### src/rtl/rggen_external_bus_bridge_if.sv
// rggen_external_bus_bridge_if: upstream register-bus and downstream command/response signals of the bridge
interface rggen_external_bus_bridge_if #(
  parameter int ADDRESS_WIDTH = 8,
  parameter int DATA_WIDTH    = 32
);
  logic                      i_bus_request;
  logic [ADDRESS_WIDTH-1:0]  i_bus_address;
  logic                      i_bus_write;
  logic [DATA_WIDTH-1:0]     i_bus_write_data;
  logic [DATA_WIDTH-1:0]     i_bus_write_mask;
  logic                      o_bus_done;
  logic [DATA_WIDTH-1:0]     o_bus_read_data;
  logic [1:0]                o_bus_status;
  logic                      o_ext_valid;
  logic                      i_ext_ready;
  logic [ADDRESS_WIDTH-1:0]  o_ext_address;
  logic                      o_ext_write;
  logic [DATA_WIDTH-1:0]     o_ext_write_data;
  logic [DATA_WIDTH/8-1:0]   o_ext_strobe;
  logic                      i_ext_resp_valid;
  logic [DATA_WIDTH-1:0]     i_ext_resp_data;
  logic                      i_ext_resp_error;
  logic                      o_busy;
  logic [7:0]                o_timeout_events;
  modport slave (
    input  i_bus_request, i_bus_address, i_bus_write, i_bus_write_data, i_bus_write_mask,
    input  i_ext_ready, i_ext_resp_valid, i_ext_resp_data, i_ext_resp_error,
    output o_bus_done, o_bus_read_data, o_bus_status, o_ext_valid, o_ext_address,
    output o_ext_write, o_ext_write_data, o_ext_strobe, o_busy, o_timeout_events
  );
  modport master (
    output i_bus_request, i_bus_address, i_bus_write, i_bus_write_data, i_bus_write_mask,
    output i_ext_ready, i_ext_resp_valid, i_ext_resp_data, i_ext_resp_error,
    input  o_bus_done, o_bus_read_data, o_bus_status, o_ext_valid, o_ext_address,
    input  o_ext_write, o_ext_write_data, o_ext_strobe, o_busy, o_timeout_events
  );
endinterface

### src/rtl/rggen_external_bus_bridge.sv
// rggen_external_bus_bridge: one-at-a-time register-bus to valid/ready command bridge with response timeout
module rggen_external_bus_bridge #(
  parameter int ADDRESS_WIDTH  = 8,
  parameter int DATA_WIDTH     = 32,
  parameter int TIMEOUT_CYCLES = 255
) (
  input logic                    clk,
  input logic                    rst,
  rggen_external_bus_bridge_if.slave bus
);
  localparam int CW = TIMEOUT_CYCLES > 0 ? $clog2(TIMEOUT_CYCLES + 1) : 1;
  localparam int SW = DATA_WIDTH / 8;
  localparam logic [CW-1:0] LIM = CW'(TIMEOUT_CYCLES > 0 ? TIMEOUT_CYCLES - 1 : 0);
  typedef enum logic [1:0] {IDLE, CMD, RESP, DONE} state_t;
  state_t                   state, state_next;
  logic [CW-1:0]            count;
  logic [SW-1:0]            mask_strobe, strobe;
  logic [ADDRESS_WIDTH-1:0] address;
  logic                     write;
  logic [DATA_WIDTH-1:0]    write_data, read_data;
  logic [1:0]               status;
  logic [7:0]               events;
  logic                     timeout, resp_hs, abort;
  for (genvar i = 0; i < SW; i++) begin : g_strobe
    assign mask_strobe[i] = |bus.i_bus_write_mask[8*i+:8];
  end
  // >= rather than == so a last-cycle command handshake followed by a hung response still aborts
  assign timeout = TIMEOUT_CYCLES != 0 && count >= LIM;
  assign resp_hs = state == RESP && bus.i_ext_resp_valid;
  assign abort   = timeout && ((state == CMD && !bus.i_ext_ready) || (state == RESP && !bus.i_ext_resp_valid));
  // state register
  always_ff @(posedge clk) begin
    state <= rst ? IDLE : state_next;
  end
  // next-state decode
  always_comb begin
    state_next = state;
    if (state == IDLE && bus.i_bus_request) state_next = CMD;
    if (state == CMD && bus.i_ext_ready) state_next = RESP;
    if (resp_hs || abort || state == DONE) state_next = state == DONE ? IDLE : DONE;
  end
  // request capture, timeout counter and completion registers
  always_ff @(posedge clk) begin
    if (rst) begin
      address    <= '0;
      write      <= 1'b0;
      write_data <= '0;
      strobe     <= '0;
      count      <= '0;
      read_data  <= '0;
      status     <= 2'b00;
      events     <= 8'd0;
    end else begin
      if (state == IDLE && bus.i_bus_request) begin
        address    <= bus.i_bus_address;
        write      <= bus.i_bus_write;
        write_data <= bus.i_bus_write_data;
        strobe     <= mask_strobe;
        count      <= '0;
      end
      if (state == CMD || state == RESP) count <= count + CW'(1);
      if (resp_hs) begin
        read_data <= write ? '0 : bus.i_ext_resp_data;
        status    <= {bus.i_ext_resp_error, 1'b0};
      end
      if (abort) begin
        read_data <= '0;
        status    <= 2'b11;
        events    <= events + {7'd0, events != 8'hFF};
      end
    end
  end
  assign bus.o_bus_done       = state == DONE;
  assign bus.o_bus_read_data  = read_data;
  assign bus.o_bus_status     = status;
  assign bus.o_ext_valid      = state == CMD;
  assign bus.o_ext_address    = address;
  assign bus.o_ext_write      = write;
  assign bus.o_ext_write_data = write_data;
  assign bus.o_ext_strobe     = strobe;
  assign bus.o_busy           = state != IDLE;
  assign bus.o_timeout_events = events;
endmodule

### src/flat_wrapper.sv
// flat-port wrapper written by rule: the top's interface ports become plain ports
module rggen_external_bus_bridge_flat 
#(
  parameter int ADDRESS_WIDTH  = 8,
  parameter int DATA_WIDTH     = 32,
  parameter int TIMEOUT_CYCLES = 255
)
  (clk, rst, bus_i_bus_request, bus_i_bus_address, bus_i_bus_write, bus_i_bus_write_data, bus_i_bus_write_mask, bus_i_ext_ready, bus_i_ext_resp_valid, bus_i_ext_resp_data, bus_i_ext_resp_error, bus_o_bus_done, bus_o_bus_read_data, bus_o_bus_status, bus_o_ext_valid, bus_o_ext_address, bus_o_ext_write, bus_o_ext_write_data, bus_o_ext_strobe, bus_o_busy, bus_o_timeout_events);
  rggen_external_bus_bridge_if #(.ADDRESS_WIDTH(ADDRESS_WIDTH), .DATA_WIDTH(DATA_WIDTH)) bus_i ();
  input logic clk;
  input logic rst;
  input wire logic [$bits(bus_i.i_bus_request)-1:0] bus_i_bus_request;
  input wire logic [$bits(bus_i.i_bus_address)-1:0] bus_i_bus_address;
  input wire logic [$bits(bus_i.i_bus_write)-1:0] bus_i_bus_write;
  input wire logic [$bits(bus_i.i_bus_write_data)-1:0] bus_i_bus_write_data;
  input wire logic [$bits(bus_i.i_bus_write_mask)-1:0] bus_i_bus_write_mask;
  input wire logic [$bits(bus_i.i_ext_ready)-1:0] bus_i_ext_ready;
  input wire logic [$bits(bus_i.i_ext_resp_valid)-1:0] bus_i_ext_resp_valid;
  input wire logic [$bits(bus_i.i_ext_resp_data)-1:0] bus_i_ext_resp_data;
  input wire logic [$bits(bus_i.i_ext_resp_error)-1:0] bus_i_ext_resp_error;
  output wire logic [$bits(bus_i.o_bus_done)-1:0] bus_o_bus_done;
  output wire logic [$bits(bus_i.o_bus_read_data)-1:0] bus_o_bus_read_data;
  output wire logic [$bits(bus_i.o_bus_status)-1:0] bus_o_bus_status;
  output wire logic [$bits(bus_i.o_ext_valid)-1:0] bus_o_ext_valid;
  output wire logic [$bits(bus_i.o_ext_address)-1:0] bus_o_ext_address;
  output wire logic [$bits(bus_i.o_ext_write)-1:0] bus_o_ext_write;
  output wire logic [$bits(bus_i.o_ext_write_data)-1:0] bus_o_ext_write_data;
  output wire logic [$bits(bus_i.o_ext_strobe)-1:0] bus_o_ext_strobe;
  output wire logic [$bits(bus_i.o_busy)-1:0] bus_o_busy;
  output wire logic [$bits(bus_i.o_timeout_events)-1:0] bus_o_timeout_events;
  assign bus_i.i_bus_request = bus_i_bus_request;
  assign bus_i.i_bus_address = bus_i_bus_address;
  assign bus_i.i_bus_write = bus_i_bus_write;
  assign bus_i.i_bus_write_data = bus_i_bus_write_data;
  assign bus_i.i_bus_write_mask = bus_i_bus_write_mask;
  assign bus_i.i_ext_ready = bus_i_ext_ready;
  assign bus_i.i_ext_resp_valid = bus_i_ext_resp_valid;
  assign bus_i.i_ext_resp_data = bus_i_ext_resp_data;
  assign bus_i.i_ext_resp_error = bus_i_ext_resp_error;
  assign bus_o_bus_done = bus_i.o_bus_done;
  assign bus_o_bus_read_data = bus_i.o_bus_read_data;
  assign bus_o_bus_status = bus_i.o_bus_status;
  assign bus_o_ext_valid = bus_i.o_ext_valid;
  assign bus_o_ext_address = bus_i.o_ext_address;
  assign bus_o_ext_write = bus_i.o_ext_write;
  assign bus_o_ext_write_data = bus_i.o_ext_write_data;
  assign bus_o_ext_strobe = bus_i.o_ext_strobe;
  assign bus_o_busy = bus_i.o_busy;
  assign bus_o_timeout_events = bus_i.o_timeout_events;
  rggen_external_bus_bridge #(.ADDRESS_WIDTH(ADDRESS_WIDTH), .DATA_WIDTH(DATA_WIDTH), .TIMEOUT_CYCLES(TIMEOUT_CYCLES)) u_core (.clk(clk), .rst(rst), .bus(bus_i));
endmodule
### config.mk
export PLATFORM = sky130hd
export DESIGN_NAME = rggen_external_bus_bridge_flat
export DESIGN_NICKNAME = d
export VERILOG_FILES = /design/src/rtl/rggen_external_bus_bridge_if.sv /design/src/rtl/rggen_external_bus_bridge.sv /design/src/flat_wrapper.sv
export SDC_FILE = /design/constraint.sdc
export NUM_CORES = 1
export LEC_CHECK = 0
export CAP_MARGIN = 10
export CORE_AREA = 2 2 163 85
export DETAILED_ROUTE_END_ITERATION = 16
export DIE_AREA = 0 0 165 87
export PLACE_DENSITY_LB_ADDON = 0.08
export SETUP_SLACK_MARGIN = 0.3
export SYNTH_ARGS = -nofsm -noshare
export SYNTH_HDL_FRONTEND = slang
export SYNTH_SLANG_ARGS = --single-unit
export TNS_END_PERCENT = 1
### constraint.sdc
create_clock -name clk -period 1.5 [get_ports clk]
set_input_delay 0.225 -clock clk [delete_from_list [all_inputs] [get_ports clk]]
set_output_delay 0.225 -clock clk [all_outputs]
set_load 0.02 [all_outputs]
# Yosys cells after proc, flatten, opt, wreduce, memory -nomap -nowiden
# Index checks and enable logic that the tools add are counted.
# classes
n_addsub,2
magnitude_cmp,1
n_eq_ne,4
muxes,9
n_reduce_logical,22
# op_table
op,n
2-to-1 mux 32 bit,1
OR reduction 8 bit,4
2-to-1 mux 8 bit,2
2-to-1 mux 2 bit,6
adder 8 x 1 -> 8 bit,1
"adder 8 x 1 -> 8 bit, second input constant",1
">= comparator 8 bit, second input constant",1
"inequality test 8 bit, second input constant",1
logical AND 1 bit,6
nonzero test 2 bit,3
"equality test 2 bit, second input constant",2
logical OR 1 bit,4
nonzero test 3 bit,1
"equality test 2 x 1 -> 1 bit, second input constant",1
zero test 1 bit,2
zero test 2 bit,1
OR reduction 2 bit,1
# totals
regBits,97
output_inout_bits,90

# Depth between registers and ports, before layout
# depth
depth_word,7
ltp_mapped,8
ltp_nobuf,8

# Worst setup path before layout
# No wires, ideal clock.
# synth_path
kind,reg-to-reg
from,register u_core.events[3] (netlist: u_core.bus.o_timeout_events[3])
to,register u_core.events[4] (netlist: u_core.bus.o_timeout_events[4])
setup_time_ps,132
arrival_time_ps,1667
setup_slack_ps,-299
path_stages_with_launch,9
cell_sequence,dfxtp_1 and3_1 nand2_1 or2_2 ha_1 ha_1 nand3_1 or3_1 a21oi_1
# synth_via
elab_chain_cells,2
# synth_rtl
item,line_no,source
start: declaration,rggen_external_bus_bridge.sv:22,logic [7:0] events;
start signal: assignment,rggen_external_bus_bridge.sv:69,"events <= events + {7'd0, events != 8'hFF};"
inequality test 8 bit,rggen_external_bus_bridge.sv:69,
adder 8 x 1 -> 8 bit (*),rggen_external_bus_bridge.sv:69,
# Mark *: on every way between the ends. The rest lies on a longest branch, timed or not.
# A chain may end at the register's enable or synchronous reset.

# Worst setup path in the final report
# layout_path
from,register u_core.state[1]
to,register u_core.events[5] (netlist: u_core.bus.o_timeout_events[5])
# layout_via
elab_chain_cells,4
elab_cells_between_ends,6
cone_classes,eq/ne (2); reduce/logical (4)
# layout_rtl
item,line_no,source
start: declaration,rggen_external_bus_bridge.sv:15,"state_t state, state_next;"
start signal: assignment,rggen_external_bus_bridge.sv:33,state <= rst ? IDLE : state_next;
equality test 2 x 1 -> 1 bit / equality test 2 bit (equally long branches),rggen_external_bus_bridge.sv:30,assign abort = timeout && ((state == CMD && !bus.i_ext_ready) || (state == RESP && !bus.i_ext_resp_valid));
logical AND 1 bit,rggen_external_bus_bridge.sv:30,
logical OR 1 bit (*),rggen_external_bus_bridge.sv:30,
logical AND 1 bit (*),rggen_external_bus_bridge.sv:30,
# Marks and branches as above.

==> flow_summary_export.csv <==
group,metric,value,unit
run_status,run_status,"complete, but fails checks",
run_status,violations_in_the_final_reports,"setup timing",
synthesis,post_synthesis_xor_xnor_area_fraction,1.15,%
detailed_routing,finalWirelength,12900,um
timing,slew_headroom,75.4,%
worst_hold_path,worst_hold_path_type,"in -> reg",
synthesis,synth_fa_ha_area_share,2.63,%
synthesis,synth_simple_gate_area_share,24.8,%
detailed_routing,post_drt_wl_per_cell,15.0,um
final_layout,fill_cells,1248,
die,vert_die_dim,87,um
clock_network,cts-hold-fix-buffers,0,
synthesis,ys_seq_elements,97,
worst_setup_path,critPathCaptureType,"flip-flop",
die,start_util,29.0,%
synthesis,yosys.cell_types.count,34,
detailed_routing,violation_count_after_the_first_detailed_routing_iteration,174,
detailed_routing,vias_per_cell,4.64,
worst_setup_path,worst-endpoint-arrival,1910,ps
synthesis,synthArstFlopShare,0,%
final_layout,stdcell_area,0.00696,sq mm
global_routing,grt_start_max_net_pins,50,
worst_setup_path,timing_worst_setup_path_type,"reg -> reg",
pwr,cellLeakagePower,2.62,nW
die,floorplan.die.width,165,um
pwr,share_of_total_power_in_combinational_logic,24.7,%
worst_setup_path,reg2regPathDepth,6,
clock_network,clock_insertion_delay_worst_skew,350,ps
clock_network,cts.reportedPaths.clkPinSlew,70,ps
timing,final_period_minus_worst_setup_slack,1640,ps
timing,final.setup_skew,9.15,ps
place,routabilityCongestion,0.784,
die,die-area,0.0144,sq mm
synthesis,synth_enable_flop_cells,0,
timing,setup_viol,44,
clock_network,clock_root_cell,"clkbuf_16",
synthesis,synth_compound_area_share,15.2,%
clock_network,tritoncts,"done",
clock_network,cts_inserted_buffers,9,
worst_hold_path,hold_path_depth,2,
detailed_routing,antenna_violating_nets_post_route,0,
global_routing,antenna_found_initial,0,
timing,worstMarginPinSlew,369,ps
synthesis,synth.yosys.seq_area_share,51.0,%
place,instance_count_after_placement_with_tap_cells_included,836,
die,core_area,0.0131,sq mm
worst_setup_path,critPathMaxFanout,6,
global_routing,vias_in_the_first_global_route,3941,
detailed_routing,detail_route.first_pass.iterations,6,
clock_network,sinks_on_the_clock_net,97,
timing,final_max_slew_viol_count,0,
timing,hold_slack,228,ps
synthesis,post_synth_mux_area_share,1.09,%
synthesis,synth.yosys.warnings,0,
synthesis,post_synthesis_cell_area,0.00380,sq mm
timing,final_hold_fails,0,
synthesis,synth_ff_type,"dfxtp_1",
synthesis,synth.avg_cell_area,8.34,sq um
pwr,share_clk_of_total_power,33.3,%
pwr,power_spent_charging_and_discharging_nets,2.01,mW
pwr,irDropWorstVdd,0.000564,V
final_layout,insertedDiodeCount,0,
global_routing,global_route_wire_length_before_repair,20000,um
synthesis,synth_largest_area_cell,"dfxtp_1",
clock_network,cts.path.max_buffers,2,
detailed_routing,route.detailed.drc,0,
timing,maxClockFrequency,609,MHz
die,rows,30,
place,dpl_worst_slack,-341,ps
global_routing,grt_remaining_overflow,0,
synthesis,synth.net_count,575,
final_layout,areaGrowthSynthToFinish,83.0,%
pwr,share_seq_of_total_power,42.0,%
place,dp_hpwl,8950,um
timing,postLayoutSetupSlackWorst,-141,ps
worst_setup_path,worst_ep_required_time,1770,ps
synthesis,ys_top_cells_by_area,"dfxtp_1, a21oi_1, nand2_1",
clock_network,ctsHtreeMaxLevel,3,
place,placed_area,0.00630,sq mm
worst_setup_path,timing.critical_path.from_type,"flip-flop",
final_layout,num-nets-final,797,
pwr,power.density_cell_area,968,mW/mm^2
timing,grt_setup_unrepaired,"yes",
detailed_routing,route.vias.total,3984,
flow_run,cap_violations,0,
place,port_buffers,200,
final_layout,post_layout_nonfiller_instances,859,
pwr,netSwitchingFraction,29.9,%
pwr,power_report.internal_total,4.73,mW
synthesis,synth.top_cell.area_share,51.0,%
global_routing,global_router_s_overall_resource_usage,17.7,%
die,floorplan.io_pins,201,
synthesis,dominant_combinational_cell_family_by_area_after_synthesis,"simple AND/OR/NAND/NOR gates",
final_layout,fraction_of_final_layout_cells_sized_beyond_drive_strength_1,32.4,%
timing,final_min_period_over_clock_period,109,%
synthesis,post_synth_inst_count,456,
## flip-flops by register name, indices dropped and copies added (netlist names)
register and flops:
u_core.bus.o_bus_read_data 32, u_core.bus.o_ext_write_data 32, u_core.bus.o_ext_address 8, u_core.bus.o_timeout_events 8, u_core.count 8, u_core.bus.o_ext_strobe 4
u_core.bus.o_bus_status 2, u_core.state 2, u_core.bus.o_ext_write 1
## power by group through the flow
stage | Combinational, mW | Sequential, mW | Clock, mW
after floorplan | 0.514 | 3.05 | 0
after global placement | 1.52 | 2.87 | 0
after detailed placement | 1.54 | 2.88 | 0
after CTS | 1.63 | 2.83 | 2.32
after global routing | 1.80 | 2.85 | 2.44
final | 1.67 | 2.83 | 2.24
## final cells by class
class,count,area (sq um),area share (%)
multi-input cells,320,2020,29.0
clock inverters,7,61.3,0.880
well taps,176,220,3.16
clock buffers,9,225,3.23
inverters,5,23.8,0.341
flip-flops and latches,97,1960,28.2
repair buffers,245,2450,35.2
## routing by layer
metal / routed length (um) / track usage (%)
met5: 0 / 0
met1: 6240 / 23.8
met4: 127 / 4.11
met3: 1020 / 7.19
met2: 5500 / 26.6
## logic make-up after synthesis
logic type | after synthesis
AO/OA/AOI/OAI | 104
AND/OR/NAND/NOR | 199
XOR/XNOR | 5
flip-flops | 97
buffers and inverters | 39
multiplexers | 4
adder cells (fa/ha/maj) | 8
## per-stage QoR
step,TNS [ps],util (%),power (mW)
final,-4440,53.2,6.74
after global routing,-8980,53.2,7.10
after floorplan,-974,-,3.57
after global placement,-7490,48.1,4.39
after detailed placement,-9300,48.1,4.41
after CTS,-4870,52.4,6.78
## critical path: stages (launching register included)
cell and delay (ps):
dfxtp_4 370, inv_4 60, ha_4 120, nor2b_4 150
o2111ai_4 210, or4_1 520, a21oi_1 130
## worst paths after layout
kind	start	to	slack, ps
max	u_core.state[1]	u_core.bus.o_timeout_events[5]	-140
min	rst	u_core.state[1]	230
max reg2reg	u_core.state[1]	u_core.bus.o_timeout_events[5]	-140
min reg2reg	u_core.bus.o_ext_write_data[4]	u_core.bus.o_ext_write_data[4]	450
## synth_stat cells (all sizes together) (2+ instances only)
cell type  instances
a21oi             83
a311oi             6
a31oi              2
and3               2
buf                5
clkbuf            29
dfxtp             97
ha                 8
inv                5
mux2i              3
nand2             92
nand3              3
nand4              4
nor2              44
nor2b              2
nor3               2
nor3b             32
nor4               8
o21ai              7
o31ai              2
or3                4
or4                2
xor2               4
## repair_timing
item	CTS	global route
buffers inserted	3	2
gates resized for setup	369	25
gates cloned	0	2
pin swaps	48	20
endpoints found under the setup margin	187	158
## cells in the final DEF (no fill, tap or decap), types with 5 or more instances in the layout
| cell | netlist | layout |
|---|---|---|
| clkdlybuf4s50_1 | 0 | 109 |
| dfxtp_1 | 97 | 89 |
| nand2_1 | 92 | 75 |
| a21oi_1 | 83 | 70 |
| clkdlybuf4s15_2 | 0 | 65 |
| nor2_1 | 44 | 37 |
| buf_4 | 1 | 33 |
| nor3b_1 | 32 | 32 |
| buf_2 | 4 | 17 |
| buf_6 | 0 | 15 |
| a21oi_2 | 0 | 13 |
| clkbuf_16 | 0 | 10 |
| nand2_4 | 0 | 9 |
| nand2_2 | 0 | 8 |
| nor4_1 | 8 | 8 |
| nor2_2 | 0 | 7 |
| ha_4 | 0 | 7 |
| o21ai_0 | 7 | 6 |
| a311oi_1 | 6 | 5 |
| dfxtp_4 | 0 | 5 |
Power figures use the tool's default switching activity.
